===== config.mk =====
export PLATFORM = sky130hd
export DESIGN_NAME = uart_io_buffer
export DESIGN_NICKNAME = d
export VERILOG_FILES = /design/src/rtl/uart_io_buffer_pkg.sv /design/src/rtl/uart_io_buffer_fifo.sv /design/src/rtl/uart_io_buffer.sv
export SDC_FILE = /design/constraint.sdc
export NUM_CORES = 1
export LEC_CHECK = 0
export CORE_MARGIN = 2
export CORE_UTILIZATION = 40
export DETAILED_ROUTE_END_ITERATION = 8
export SYNTH_ARGS = -nofsm -noshare
export SYNTH_HDL_FRONTEND = slang
export SYNTH_SLANG_ARGS = --single-unit

===== constraint.sdc =====
create_clock -name clk -period 6.3 [get_ports clk]
set_clock_uncertainty 0.1 [all_clocks]
set_input_delay 1.26 -clock clk [delete_from_list [all_inputs] [get_ports clk]]
set_output_delay 1.26 -clock clk [all_outputs]
set_load 0.05 [all_outputs]

===== src/rtl/uart_io_buffer_pkg.sv =====
// -----------------------------------------------------------------------------
// uart_io_buffer_pkg
// Shared constants for the CPU-side UART byte buffer:
//   - default FIFO depth and pointer width
//   - MMIO register map of the UART window (control/status, RX data, TX data)
//   - bit positions inside the status word
//   - a helper that assembles the status word from the buffer flags
// -----------------------------------------------------------------------------
package uart_io_buffer_pkg;

    localparam int UART_DEPTH = 16;
    localparam int UART_AW    = 4;

    localparam logic [31:0] UART_CTRL_ADDR = 32'h8000_0000;
    localparam logic [31:0] UART_RX_ADDR   = 32'h8000_0004;
    localparam logic [31:0] UART_TX_ADDR   = 32'h8000_0008;

    localparam int STAT_TX_READY_BIT = 0;
    localparam int STAT_RX_VALID_BIT = 1;
    localparam int STAT_RX_OVF_BIT   = 2;

    // Status word as seen by a CPU load from UART_CTRL_ADDR.
    function automatic logic [31:0] uart_status_word(input logic tx_ready,
                                                     input logic rx_valid,
                                                     input logic rx_ovf);
        logic [31:0] w;
        w = '0;
        w[STAT_TX_READY_BIT] = tx_ready;
        w[STAT_RX_VALID_BIT] = rx_valid;
        w[STAT_RX_OVF_BIT]   = rx_ovf;
        return w;
    endfunction

endpackage


===== src/rtl/uart_io_buffer_fifo.sv =====
// -----------------------------------------------------------------------------
// byte_fifo
// Show-ahead circular byte FIFO. The head byte is presented combinationally
// from the read pointer, so a consumer sees data the cycle after it is pushed.
// A push while full is accepted only when a pop happens in the same cycle
// (pop frees the slot first); a pop while empty is ignored.
// Ports:
//   clk, rst_n   clock, asynchronous active-low reset
//   push, din    write request and byte
//   pop          read request (removes head)
//   full, empty  occupancy flags
//   count        occupancy, AW+1 bits
//   head         current head byte (stale when empty)
// -----------------------------------------------------------------------------
module byte_fifo #(
    parameter int DEPTH = 16,
    parameter int AW    = 4
) (
    input  logic          clk,
    input  logic          rst_n,
    input  logic          push,
    input  logic [7:0]    din,
    input  logic          pop,
    output logic          full,
    output logic          empty,
    output logic [AW:0]   count,
    output logic [7:0]    head
);

    localparam logic [AW-1:0] PTR_ONE  = AW'(1);
    localparam logic [AW:0]   CNT_ONE  = (AW+1)'(1);
    localparam logic [AW:0]   FULL_CNT = (AW+1)'(DEPTH);

    logic [7:0]    r_mem [DEPTH];
    logic [AW-1:0] r_wr_ptr;
    logic [AW-1:0] r_rd_ptr;
    logic [AW:0]   r_count;

    logic w_full;
    logic w_empty;
    logic w_do_pop;
    logic w_do_push;

    assign w_full    = (r_count == FULL_CNT);
    assign w_empty   = (r_count == '0);
    assign w_do_pop  = pop & ~w_empty;
    assign w_do_push = push & (~w_full | w_do_pop);

    // Storage is never reset; stale entries are unreachable once pointers clear.
    always_ff @(posedge clk) begin
        if (w_do_push) begin
            r_mem[r_wr_ptr] <= din;
        end
    end

    // Pointers wrap naturally because DEPTH is a power of two.
    always_ff @(posedge clk or negedge rst_n) begin
        if (!rst_n) begin
            r_wr_ptr <= '0;
            r_rd_ptr <= '0;
            r_count  <= '0;
        end else begin
            if (w_do_push) begin
                r_wr_ptr <= r_wr_ptr + PTR_ONE;
            end
            if (w_do_pop) begin
                r_rd_ptr <= r_rd_ptr + PTR_ONE;
            end
            case ({w_do_push, w_do_pop})
                2'b10:   r_count <= r_count + CNT_ONE;
                2'b01:   r_count <= r_count - CNT_ONE;
                default: r_count <= r_count;
            endcase
        end
    end

    assign full  = w_full;
    assign empty = w_empty;
    assign count = r_count;
    assign head  = r_mem[r_rd_ptr];

endmodule


===== src/rtl/uart_io_buffer.sv =====
// -----------------------------------------------------------------------------
// uart_io_buffer
// Byte buffer between the CPU's memory-mapped UART decode and the UART core.
// TX FIFO absorbs CPU store bursts and feeds the transmitter; RX FIFO holds
// received bytes until the CPU polls them. A sticky flag records any RX byte
// dropped because the RX FIFO was full.
// Ports:
//   clk, rst_n                       clock, asynchronous active-low reset
//   tx_wr_valid/tx_wr_data/tx_wr_ready  CPU -> TX FIFO
//   rx_rd/rx_valid/rx_data            CPU <- RX FIFO (rx_data is 0 when empty)
//   rx_ovf, ovf_clr                   sticky RX drop flag and its clear
//   tx_count, rx_count                FIFO occupancies
//   uart_din/_valid/_ready            TX FIFO -> UART transmitter
//   uart_dout/_valid/_ready           UART receiver -> RX FIFO
// -----------------------------------------------------------------------------
module uart_io_buffer
    import uart_io_buffer_pkg::*;
#(
    parameter int DEPTH = UART_DEPTH,
    parameter int AW    = UART_AW
) (
    input  logic          clk,
    input  logic          rst_n,
    input  logic          tx_wr_valid,
    input  logic [7:0]    tx_wr_data,
    output logic          tx_wr_ready,
    input  logic          rx_rd,
    output logic          rx_valid,
    output logic [7:0]    rx_data,
    output logic          rx_ovf,
    input  logic          ovf_clr,
    output logic [AW:0]   tx_count,
    output logic [AW:0]   rx_count,
    output logic [7:0]    uart_din,
    output logic          uart_din_valid,
    input  logic          uart_din_ready,
    input  logic [7:0]    uart_dout,
    input  logic          uart_dout_valid,
    output logic          uart_dout_ready
);

    logic       w_tx_full;
    logic       w_tx_empty;
    logic       w_tx_push;
    logic [7:0] w_tx_head;

    logic       w_rx_full;
    logic       w_rx_empty;
    logic       w_rx_push;
    logic       w_rx_pop;
    logic       w_rx_drop;
    logic [7:0] w_rx_head;

    logic       r_dout_ready;
    logic       r_rx_ovf;

    // A full TX FIFO refuses the store outright, even if the UART drains the
    // head in the same cycle; this keeps tx_wr_ready a pure register decode.
    assign w_tx_push = tx_wr_valid & ~w_tx_full;

    byte_fifo #(.DEPTH(DEPTH), .AW(AW)) u_tx_fifo (
        .clk   (clk),
        .rst_n (rst_n),
        .push  (w_tx_push),
        .din   (tx_wr_data),
        .pop   (uart_din_ready),
        .full  (w_tx_full),
        .empty (w_tx_empty),
        .count (tx_count),
        .head  (w_tx_head)
    );

    // The receiver is always accepted once out of reset; a byte that finds
    // the FIFO full (and no CPU pop making room) is the one that is lost.
    assign w_rx_push = uart_dout_valid & r_dout_ready;
    assign w_rx_pop  = rx_rd & ~w_rx_empty;
    assign w_rx_drop = w_rx_push & w_rx_full & ~w_rx_pop;

    byte_fifo #(.DEPTH(DEPTH), .AW(AW)) u_rx_fifo (
        .clk   (clk),
        .rst_n (rst_n),
        .push  (w_rx_push),
        .din   (uart_dout),
        .pop   (rx_rd),
        .full  (w_rx_full),
        .empty (w_rx_empty),
        .count (rx_count),
        .head  (w_rx_head)
    );

    always_ff @(posedge clk or negedge rst_n) begin
        if (!rst_n) begin
            r_dout_ready <= 1'b0;
            r_rx_ovf     <= 1'b0;
        end else begin
            r_dout_ready <= 1'b1;
            // A drop in the same cycle as a clear keeps the flag set.
            if (w_rx_drop) begin
                r_rx_ovf <= 1'b1;
            end else if (ovf_clr) begin
                r_rx_ovf <= 1'b0;
            end
        end
    end

    assign tx_wr_ready     = ~w_tx_full;
    assign uart_din        = w_tx_head;
    assign uart_din_valid  = ~w_tx_empty;
    assign rx_valid        = ~w_rx_empty;
    assign rx_data         = w_rx_empty ? 8'd0 : w_rx_head;
    assign rx_ovf          = r_rx_ovf;
    assign uart_dout_ready = r_dout_ready;

endmodule


==> Implementation_results.wiki <==
{| class="wikitable"
! Metric !! Value
|-
| Clock edge transition at the registers on the reported setup and hold paths || 0.06 ns
|-
| Cell-internal power || 4140 µW
|-
| Category of the worst setup path capture point || output pin
|-
| Run status || finished clean
|-
| Crit path kind || register to output pin
|-
| Std cell rows || 62
|-
| Width of the die || 174 µm
|-
| Total gr overflow || 0
|-
| Startpoint of the most critical register-to-register path || u_tx_fifo.count[2]
|-
| Worst hold margin || 0.453 ns
|-
| Worst Path Required || 4.94 ns
|-
| Dominant combinational cell family by area after synthesis || multiplexers
|-
| Tcrit/Tclk final || 77.3%
|-
| Detail Placement HPWL || 14.1 mm
|-
| CTS Buffer Depth || 3
|-
| Synth Area in Compound Gates || 3.43%
|-
| Final max-slew violation count || 0
|-
| Port Buf Inserts || 53
|-
| Cell total after placement || 1,021
|-
| Worst slew margin relative to its limit || 16.8%
|-
| Count of nets left with antenna violations after detail routing || 0
|-
| Largest incremental delay on the critical path || 1.11 ns
|-
| Residual DRC || 0
|-
| Vias after detailed routing || 5,642
|-
| Register bit total from synthesis || 284
|-
| Clock tree from TritonCTS || done
|-
| PostCTS Resize Cnt || 0
|-
| Total power || 6370 µW
|-
| Data arrival time of the critical path || 3.51 ns
|-
| Endpoints failing setup || 0
|-
| Area share of xor/xnor cells in the synthesized design || 1.45%
|-
| Detail-routed net length per standard cell || 20.9 µm
|-
| Avg Synthesized Cell Area || 19.0 µm²
|-
| End of the worst register-to-register path || u_tx_fifo.count[4]
|-
| Crit Path Max Fanout || 23
|-
| Proportion of synthesized area in mux cells || 14.6%
|-
| Setup tns final || 0 ns
|-
| Kind of path behind the tightest hold check || register to register
|-
| Seq/Total Area, Yosys || 73.0%
|-
| Relative contribution of combinational cells to total power || 34.2%
|-
| Count of TritonRoute iterations in the first routing pass || 4
|-
| Number of placed I/O pins || 54
|-
| Global-route wire length before repair || 35.3 mm
|-
| Post-synthesis share of cell area spent on and, or, nand and nor gates || 4.00%
|-
| Full die area || 30,100 µm²
|-
| Per-cell via count in the routed design || 5.23
|-
| Crit path depth || 6
|-
| H-tree levels || 1
|-
| Timing startpoint of the critical path || u_rx_fifo.r_rd_ptr[3]
|-
| Count of cell types in the netlist || 48
|-
| Period minus WS final || 4.87 ns
|-
| Cts-stage hold buffer count || 0
|-
| Pre-CTS setup slack || 1.92 ns
|-
| Cell depth of the worst flop-to-flop path || 10
|-
| YS warnings || 0
|-
| Net Count, Synth || 645
|-
| Area Growth Syn to Fin || 16.4%
|-
| Clock latency at the later pin of the worst-skew pair || 0.54 ns
|-
| Share of the synthesized area in the top cell type || 66.9%
|-
| Share of async-settable or async-resettable flops after synthesis || 9.86%
|-
| Number of max-cap violations || 0
|-
| Flop2flop setup slack || 2.97 ns
|-
| Library cell occupying the most area in the post-synthesis netlist || sky130_fd_sc_hd__edfxtp_1
|-
| Starting DRT DRC Count || 530
|-
| Post-synthesis instance area || 11,500 µm²
|-
| Final Net Count || 710
|-
| Slew of the pin with the lowest slew margin || 1.24 ns
|-
| Switching power total || 2230 µW
|-
| Clock share of power || 25.2%
|-
| Synthesized netlist cell count || 604
|-
| Crit path launch type || register
|-
| Share of post-route cells with drive strength above 1 || 19.9%
|-
| Adder-cell share of the synthesized area || 2.02%
|-
| Count of buffering cells on the critical path with inverters included || 2
|-
| Core Footprint || 28,500 µm²
|-
| Hold violation total from the final report || 0
|-
| Global placer's final weighted congestion || 0.729
|-
| Worst setup slack after layout || 1.43 ns
|-
| Crit-path leading delay family || flip-flops
|-
| Cells along the critical path || buf_4 > mux4_2 > mux2_2 > o21ai_0 > a21oi_1 > clkdlybuf4s50_1
|-
| Number of clock sinks || 284
|-
| Worst hold path cell count || 2
|-
| Critical path capture point || rx_data[7]
|-
| Final non-filler cell total || 1,078
|-
| Num CTS Buffers || 30
|-
| Via count of the first global-routing pass || 5,933
|-
| Post-CTS setup buffers || 0
|-
| Final wirelength || 22.5 mm
|-
| Total Routing Usage GR || 15.3%
|-
| Achievable frequency || 205 MHz
|-
| Switching power share of the total || 35.0%
|-
| Post-synth top flop || sky130_fd_sc_hd__edfxtp_1
|-
| Number of enable-type register cells in the synthesized netlist || 256
|-
| P_leak || 0.00438 µW
|-
| Y dimension of the die || 174 µm
|-
| Number of antenna violations at the first check in global routing || 0
|-
| Critical Path Slowest Stage Cell || sky130_fd_sc_hd__dfrtp_1
|-
| Max VDD drop || 0.631 mV
|-
| Pwr dens || 476 nW/µm²
|-
| Clk root buf || sky130_fd_sc_hd__clkbuf_16
|-
| Part of the power in registers || 40.6%
|-
| Top post-synthesis cells by area || sky130_fd_sc_hd__edfxtp_1 (67%), sky130_fd_sc_hd__mux4_2 (13%), sky130_fd_sc_hd__dfrtp_1 (6.1%), sky130_fd_sc_hd__ha_1 (1.9%), sky130_fd_sc_hd__xnor2_1 (1.3%)
|-
| Initial Utilization || 40.4%
|-
| Pin count of the biggest net entering global routing || 36
|-
| Setup repair after global routing missed its margin || no
|}
-- cell usage after synthesis, types with 2 or more instances --
library cell and count:
sky130_fd_sc_hd__a21boi_1 2, sky130_fd_sc_hd__a21oi_1 13, sky130_fd_sc_hd__a22oi_1 16, sky130_fd_sc_hd__a311oi_1 2, sky130_fd_sc_hd__and3_1 2, sky130_fd_sc_hd__buf_1 5, sky130_fd_sc_hd__buf_2 11, sky130_fd_sc_hd__clkbuf_1 14
sky130_fd_sc_hd__dfrtp_1 28, sky130_fd_sc_hd__edfxtp_1 256, sky130_fd_sc_hd__ha_1 17, sky130_fd_sc_hd__inv_1 11, sky130_fd_sc_hd__mux2_1 2, sky130_fd_sc_hd__mux2_2 11, sky130_fd_sc_hd__mux2i_1 9, sky130_fd_sc_hd__mux4_2 64
sky130_fd_sc_hd__nand2_1 29, sky130_fd_sc_hd__nand2b_1 6, sky130_fd_sc_hd__nand3_1 3, sky130_fd_sc_hd__nand4_1 4, sky130_fd_sc_hd__nor2_1 31, sky130_fd_sc_hd__nor2b_1 3, sky130_fd_sc_hd__nor3_1 9, sky130_fd_sc_hd__nor4_1 2
sky130_fd_sc_hd__o211ai_1 2, sky130_fd_sc_hd__o21ai_0 13, sky130_fd_sc_hd__xnor2_1 17, sky130_fd_sc_hd__xor2_1 2
-- worst min path at each step --
stage	start	end	slack (ns)
after CTS	u_tx_fifo.r_rd_ptr[3]	u_tx_fifo.r_rd_ptr[3]	0.46
after global routing	rx_ovf	rx_ovf	0.48
after global placement	rx_ovf	rx_ovf	0.42
final	rx_ovf	rx_ovf	0.45
after floorplan	u_tx_fifo.r_rd_ptr[3]	u_tx_fifo.r_rd_ptr[3]	0.39
after detailed placement	u_tx_fifo.r_rd_ptr[3]	u_tx_fifo.r_rd_ptr[3]	0.45
-- logic make-up (layout without fill, tap and decap cells) --
| kind of cell | count (synthesis) | count (layout) |
|---|---|---|
| fa+ha+maj | 18 | 18 |
| flops | 284 | 284 |
| xor+xnor | 19 | 19 |
| buf+inv | 42 | 131 |
| other cells | 1 | 2 |
| simple gates | 96 | 96 |
| mux | 86 | 86 |
| compound gates | 58 | 58 |
-- cell type report --
| cell class | count | area [µm²] |
|---|---|---|
| inverter | 12 | 45.0 |
| sequential | 284 | 8390 |
| antenna | 1 | 2.50 |
| clock inverter | 13 | 71.3 |
| timing repair buffer | 63 | 606 |
| fill | 2370 | 15100 |
| multi-input combinational | 278 | 2950 |
| tap | 384 | 480 |
| clock buffer | 43 | 831 |
-- per-stage QoR --
stage	util (%)	cell area, µm²
6_report	47.0	13400
5_1_grt	47.0	13400
4_1_cts	47.0	13400
3_5_place_dp	43.8	12500
3_3_place_gp	43.8	12500
2_1_floorplan	-	11500
-- power by group through the flow --
stage | sequential [µW] | clock [µW] | combinational, µW
final | 2580 | 1610 | 2180
after global routing | 2630 | 1710 | 2350
after CTS | 2590 | 1640 | 2210
after detailed placement | 2630 | 0 | 2200
after global placement | 2610 | 0 | 2180
after floorplan | 2510 | 0 | 1640
-- worst reg2reg max path, stage by stage (launching register included) --
cell and delay, ns:
sky130_fd_sc_hd__dfrtp_1 0.46, sky130_fd_sc_hd__nor4_1 0.58, sky130_fd_sc_hd__a21boi_1 0.34, sky130_fd_sc_hd__inv_1 0.16
sky130_fd_sc_hd__ha_1 0.39, sky130_fd_sc_hd__xor2_1 0.12, sky130_fd_sc_hd__ha_1 0.22, sky130_fd_sc_hd__o211a_1 0.22
sky130_fd_sc_hd__or4_1 0.41, sky130_fd_sc_hd__o2111ai_1 0.11, sky130_fd_sc_hd__a311oi_1 0.06
-- layout by cell type, fill, tap and decap left out, types with 11 or more instances in the layout --
| master | n |
|---|---|
| sky130_fd_sc_hd__nand2_1 | 29 |
| sky130_fd_sc_hd__clkbuf_1 | 11 |
| sky130_fd_sc_hd__mux2_2 | 11 |
| sky130_fd_sc_hd__clkbuf_16 | 31 |
| sky130_fd_sc_hd__xnor2_1 | 17 |
| sky130_fd_sc_hd__o21ai_0 | 13 |
| sky130_fd_sc_hd__a22oi_1 | 16 |
| sky130_fd_sc_hd__a21oi_1 | 13 |
| sky130_fd_sc_hd__clkdlybuf4s50_1 | 53 |
| sky130_fd_sc_hd__mux4_2 | 64 |
| sky130_fd_sc_hd__nor2_1 | 31 |
| sky130_fd_sc_hd__ha_1 | 17 |
| sky130_fd_sc_hd__inv_1 | 11 |
| sky130_fd_sc_hd__edfxtp_1 | 256 |
| sky130_fd_sc_hd__dfrtp_1 | 26 |
-- sequential cells by signal (all words and copies together), names as in the netlist --
| name | count |
|---|---|
| rx_ovf | 1 |
| uart_dout_ready | 1 |
| u_tx_fifo.count | 5 |
| u_rx_fifo.count | 5 |
| u_rx_fifo.r_wr_ptr | 4 |
| u_tx_fifo.r_rd_ptr | 4 |
| u_rx_fifo.r_mem | 128 |
| u_tx_fifo.r_mem | 128 |
| u_rx_fifo.r_rd_ptr | 4 |
| u_tx_fifo.r_wr_ptr | 4 |
-- layer usage --
metal | up-vias | track usage (%) | routed length (µm)
li1 | 2552 | - | -
met1 | 2913 | 20.4 | 9670
met2 | 141 | 26.0 | 11300
met3 | 36 | 2.70 | 1030
met4 | 0 | 3.99 | 512
met5 | - | 0 | 0
No activity file was read; power rests on OpenSTA's default activity.
